--- src/rtl/prf_pkg.sv ---
// Shared types and constants for the PRF gate generator.
package prf_pkg;
  localparam int PRF_CNT_W      = 16;
  localparam int PRF_MIN_PERIOD = 4;

  typedef enum logic [2:0] {IDLE, TX, GAP, RX, TAIL} prf_state_t;
endpackage

--- src/rtl/prf_cfg_clamp.sv ---
// Combinational clamp of raw PRF config into a self-consistent set plus an error flag.
module prf_cfg_clamp
  import prf_pkg::*;
#(
  parameter int CNT_W = PRF_CNT_W
) (
  input  logic [CNT_W-1:0] prf_period,
  input  logic [CNT_W-1:0] burst_len,
  input  logic [CNT_W-1:0] rg_delay,
  input  logic [CNT_W-1:0] rg_len,
  output logic [CNT_W-1:0] p,
  output logic [CNT_W-1:0] l,
  output logic [CNT_W-1:0] d,
  output logic [CNT_W-1:0] r,
  output logic             err
);
  logic [CNT_W:0] d_end;

  always_comb begin
    p = (prf_period < CNT_W'(PRF_MIN_PERIOD)) ? CNT_W'(PRF_MIN_PERIOD) : prf_period;
    l = (burst_len > p) ? p : burst_len;
    // Receive window is pushed past the burst so it can never overlap transmit.
    d = (rg_delay < l) ? l : rg_delay;
    d_end = {1'b0, d} + {1'b0, rg_len};
    if (d >= p)                  r = '0;
    else if (d_end > {1'b0, p})  r = p - d;
    else                         r = rg_len;
    err = (p != prf_period) | (l != burst_len) | (d != rg_delay) | (r != rg_len);
  end
endmodule

--- src/rtl/prf_gate_gen.sv ---
// PRF controller: per-period transmit gate, delayed receive window and period-start sync.
module prf_gate_gen
  import prf_pkg::*;
#(
  parameter int CNT_W = PRF_CNT_W
) (
  input  logic             clk,
  input  logic             rst_n,
  input  logic             enable,
  input  logic [CNT_W-1:0] prf_period,
  input  logic [CNT_W-1:0] burst_len,
  input  logic [CNT_W-1:0] rg_delay,
  input  logic [CNT_W-1:0] rg_len,
  output logic             gate,
  output logic             rx_gate,
  output logic             prf_sync,
  output logic             busy,
  output logic             cfg_err
);
  prf_state_t       state, nxt_state;
  logic [CNT_W-1:0] pcnt, nxt_pcnt;
  logic [CNT_W-1:0] sp, sl, sd, sr;
  logic [CNT_W-1:0] cp, cl, cd, cr;
  logic             cerr, period_end, latch;

  prf_cfg_clamp #(.CNT_W(CNT_W)) u_clamp (
    .prf_period (prf_period),
    .burst_len  (burst_len),
    .rg_delay   (rg_delay),
    .rg_len     (rg_len),
    .p          (cp),
    .l          (cl),
    .d          (cd),
    .r          (cr),
    .err        (cerr)
  );

  // Region of the period a given count falls in; with R=0 everything past the burst is GAP.
  function automatic prf_state_t region(input logic [CNT_W-1:0] n, l, d, r);
    logic [CNT_W:0] e;
    e = {1'b0, d} + {1'b0, r};
    if (n < l)            return TX;
    if (r == '0)          return GAP;
    if (n < d)            return GAP;
    if ({1'b0, n} < e)    return RX;
    return TAIL;
  endfunction

  always_comb begin
    period_end = (state != IDLE) && (pcnt == sp - CNT_W'(1));
    latch      = enable && ((state == IDLE) || period_end);
    nxt_pcnt   = '0;
    nxt_state  = IDLE;
    if (latch) begin
      nxt_state = region({CNT_W{1'b0}}, cl, cd, cr);
    end else if ((state != IDLE) && !period_end) begin
      nxt_pcnt  = pcnt + CNT_W'(1);
      nxt_state = region(nxt_pcnt, sl, sd, sr);
    end
  end

  always_ff @(posedge clk) begin
    if (!rst_n) begin
      state    <= IDLE;
      pcnt     <= '0;
      sp       <= '0;
      sl       <= '0;
      sd       <= '0;
      sr       <= '0;
      gate     <= 1'b0;
      rx_gate  <= 1'b0;
      prf_sync <= 1'b0;
      busy     <= 1'b0;
      cfg_err  <= 1'b0;
    end else begin
      state    <= nxt_state;
      pcnt     <= nxt_pcnt;
      gate     <= (nxt_state == TX);
      rx_gate  <= (nxt_state == RX);
      prf_sync <= latch;
      busy     <= (nxt_state != IDLE);
      if (latch) begin
        sp      <= cp;
        sl      <= cl;
        sd      <= cd;
        sr      <= cr;
        cfg_err <= cerr;
      end else if (nxt_state == IDLE) begin
        cfg_err <= 1'b0;
      end
    end
  end
endmodule
--- config.mk ---
export PLATFORM = sky130hd
export DESIGN_NAME = prf_gate_gen
export DESIGN_NICKNAME = d
export VERILOG_FILES = /design/src/rtl/prf_pkg.sv /design/src/rtl/prf_cfg_clamp.sv /design/src/rtl/prf_gate_gen.sv
export SDC_FILE = /design/constraint.sdc
export NUM_CORES = 1
export LEC_CHECK = 0
export ABC_AREA = 0
export CORE_MARGIN = 2
export CORE_UTILIZATION = 55
export CTS_CLUSTER_SIZE = 12
export DETAILED_ROUTE_END_ITERATION = 8
export GPL_ROUTABILITY_DRIVEN = 0
export PLACE_DENSITY = 0.75
export REMOVE_ABC_BUFFERS = 1
export SLEW_MARGIN = 20
export SYNTH_ARGS = -nofsm -noshare
export SYNTH_HDL_FRONTEND = slang
export SYNTH_SLANG_ARGS = --single-unit
--- constraint.sdc ---
create_clock -name clk -period 18.3 [get_ports clk]
set_input_delay 3.66 -clock clk [delete_from_list [all_inputs] [get_ports clk]]
set_output_delay 3.66 -clock clk [all_outputs]
set_load 0.02 [all_outputs]
==> reports/qor.txt <==
status: finished clean
Setup CP Type: primary input to register
DRT iter0 DRCs: 979
I/O pins: 72
Async S/R FF share, synth: 0
Post-Syn Area: 11300 µm²
layout cells sized above 1: 0.0452
Avg Cell Area, Syn: 7.63 µm²
Cells on Worst Hold Path: 2
# setup viols final: 0
Simple-Gate Fraction of Synth Area: 0.222
WP data required: 18540 ps
Most common cell on crit path: ha_1
Final ANT Viol Nets: 0
# rows: 52
largest cells by area after synthesis: ha_1 17%, dfxtp_1 16%, nand2_1 5.3%
reg-to-reg setup timing slack: 13620 ps
Final Max Slew Viols: 0
hold buffer count at cts: 0
CTS Buf Count: 9
layout net count: 1729
Post-synth EDFFs: 0
leakage: 5.56 nW
R2R cell count: 21
clk_skew: 12.0 ps
Synth cell types: 92
Vias/cell: 6.40
largest family of logic cells by synthesized area: compound AO/OA/AOI/OAI gates
largest net degree at the start of global routing: 83
initial antenna violation count: 2
measured slew at the worst slew-check pin: 1100 ps
CTS sink cnt: 88
xor/xnor cell area share of the yosys netlist: 0.0724
Power, Total: 0.00114 W
Reg clk slew, reported paths: 70 ps
hold crit path type: register to register
Hold Vio Cnt, Final: 0
DIE HEIGHT: 147 µm
multiplexer share of the synthesized area: 0.0388
top_reg_cell synth: dfxtp_1
critical path fanouts, max: 19
setup TNS: 0 ps
total number of vias: 11400
sequential element share of the synthesized area: 0.157
drt wl/cell: 20.4 µm
DR DRC count: 0
area delta synth->final: 10.4%
drt pass-1 iters: 6
hold path start: sd[13]$_SDFFE_PN0P_
fraction of the mapped netlist area in adder cells: 0.182
first-pass GRT wire length: 57.0 mm
Tcrit/Tclk final: 0.935
H-tree depth: 3
Starting Density: 0.558
total gr overflow: 0
die area: 21600 µm²
r2r startpoint: sd[1]$_SDFFE_PN0P_
number of global-route vias before repair: 10800
Die X: 147 µm
DRT Wirelength: 36.3 mm
Hold EP: sd[13]$_SDFFE_PN0P_
Slew HR: 0.266
highest-delay cell along the critical path: o31ai_4
Core Area: 20200 µm²
Ys Warns: 0
Worst Path Arrival: 17350 ps
Diodes inserted: 0
Compound-Gate Fraction of Synth Area: 0.261
Power Density: 91.5 nW/µm²
Peak Freq: 58.4 MHz
CTS tree: yes
CP max stage delay: 900 ps
min Tclk post-route: 17110 ps
clk buf depth: 2
total of max-cap violations: 0
leading area contributor after synthesis: ha_1
Port Buffer Count: 71
worst r2r dst: rx_gate$_SDFF_PN0_
Post-CTS Setup Repair Bufs: 0
cts repair resizes: 0
Peak supply drop: 0.0540 mV
GRT Util Overall: 0.331
number of synthesized register bits: 88
Clk Latency, worst-skew pair: 340 ps
CTS Root Cell: clkbuf_16
Worst Setup End Kind: register
DP Wirelength: 28.6 mm
Startpoint Class: primary input
Synth top area share: 0.175
Cells after Synth: 1475
RSZ-0062 raised after global routing: false
## state kept, by name, indices dropped and copies added (netlist names)
register  count
pcnt         16
sd           16
sl           16
sp           16
sr           16
state         3
busy          1
cfg_err       1
gate          1
prf_sync      1
rx_gate       1
## cells in the mapped netlist (5+ instances only)
library cell,number
a211o_1,8
o21bai_1,9
o211ai_1,15
buf_2,14
nand4b_1,6
and3_1,28
o2111ai_1,9
or3_1,7
a21o_1,33
xnor2_1,51
a21boi_0,37
nor4_1,26
a31oi_1,8
clkbuf_1,47
mux2i_1,34
nor3_1,37
xor2_1,42
a21boi_1,12
a221oi_1,5
nand4_1,24
nor2_1,89
nand2b_1,13
o22ai_1,10
o21a_1,15
dfxtp_1,88
o211a_1,20
ha_1,157
or4_1,8
nand2_1,159
or2_2,7
inv_1,121
nand3_1,37
a211oi_1,18
mux2i_2,7
a21oi_1,82
nor2b_1,23
o21ai_0,52
and2_1,11
## area by class of cell
type	instances	area, µm²
multi-input cells	1199	8760
fillers	1823	7750
flip-flops and latches	88	1760
repair buffers	81	781
inverters	122	463
well taps	270	338
clock buffers	9	225
clock inverters	7	91.3
## critical path: cells and delay by family
kind | cells | cell delay (ps)
multiplexers | 2 | 600
XOR/XNOR | 2 | 330
AO/OA/AOI/OAI | 24 | 6440
buffers and inverters | 3 | 890
adder cells (fa/ha/maj) | 6 | 1820
AND/OR/NAND/NOR | 13 | 3590
## how the worst max path moves through the flow
stage                        startpoint              end  slack (ps)
after CTS                 prf_period[9]  gate$_SDFF_PN0_        1510
after detailed placement  prf_period[9]  gate$_SDFF_PN0_        1190
after floorplan           prf_period[9]  gate$_SDFF_PN0_        2900
after global placement    prf_period[9]  gate$_SDFF_PN0_        1560
after global routing      prf_period[9]  gate$_SDFF_PN0_         120
final                     prf_period[9]  gate$_SDFF_PN0_        1190
## cell families after synthesis
family | Yosys count
multiplexers | 41
flip-flops | 88
AO/OA/AOI/OAI | 405
XOR/XNOR | 93
adder cells (fa/ha/maj) | 161
buffers and inverters | 188
AND/OR/NAND/NOR | 499
## through the flow
| step | cell area, µm² | hold slack [ps] | worst slack (ps) | cells | utilization |
|---|---|---|---|---|---|
| floorplan | 11000 | 443 | 2900 | 1409 | - |
| global placement | 12100 | 457 | 1560 | 1760 | 0.600 |
| detailed placement | 12100 | 469 | 1190 | 1760 | 0.600 |
| CTS | 12400 | 477 | 1510 | 1776 | 0.616 |
| global route | 12400 | 492 | 125 | 1776 | 0.616 |
| finish | 12400 | 473 | 1190 | 1776 | 0.616 |
## placed cells by master, fill, tap and decap left out, drive strengths merged, types with 10 or more instances in the layout
cell,instances
nor2,91
buf,11
xnor2,51
mux2i,41
and2,11
and3,28
nor3,37
o22ai,10
nand2,159
a21boi,49
o21a,15
nand2b,13
a21o,33
dfxtp,88
o211a,21
xor2,42
a211oi,18
clkdlybuf4s50,70
nand4,25
o211ai,16
a21oi,83
o21ai,56
inv,123
nor4,26
nor2b,23
nand3,37
ha,157
## where the power goes
group / total, W / leakage, nW / switching [W] / internal (W)
logic: 0.000725 / 4.69 / 0.000439 / 0.000286
clock network: 0.000191 / 0.151 / 0.0000820 / 0.000109
registers: 0.000221 / 0.720 / 0.0000147 / 0.000206
## layer usage
layer,wire length [µm],track usage,vias to the layer above
met1,15100,0.428,5251
met4,2070,0.165,2
met2,16000,0.535,537
met5,13,0,-
li1,-,-,5447
met3,3090,0.0553,138
Power figures use the tool's default switching activity.
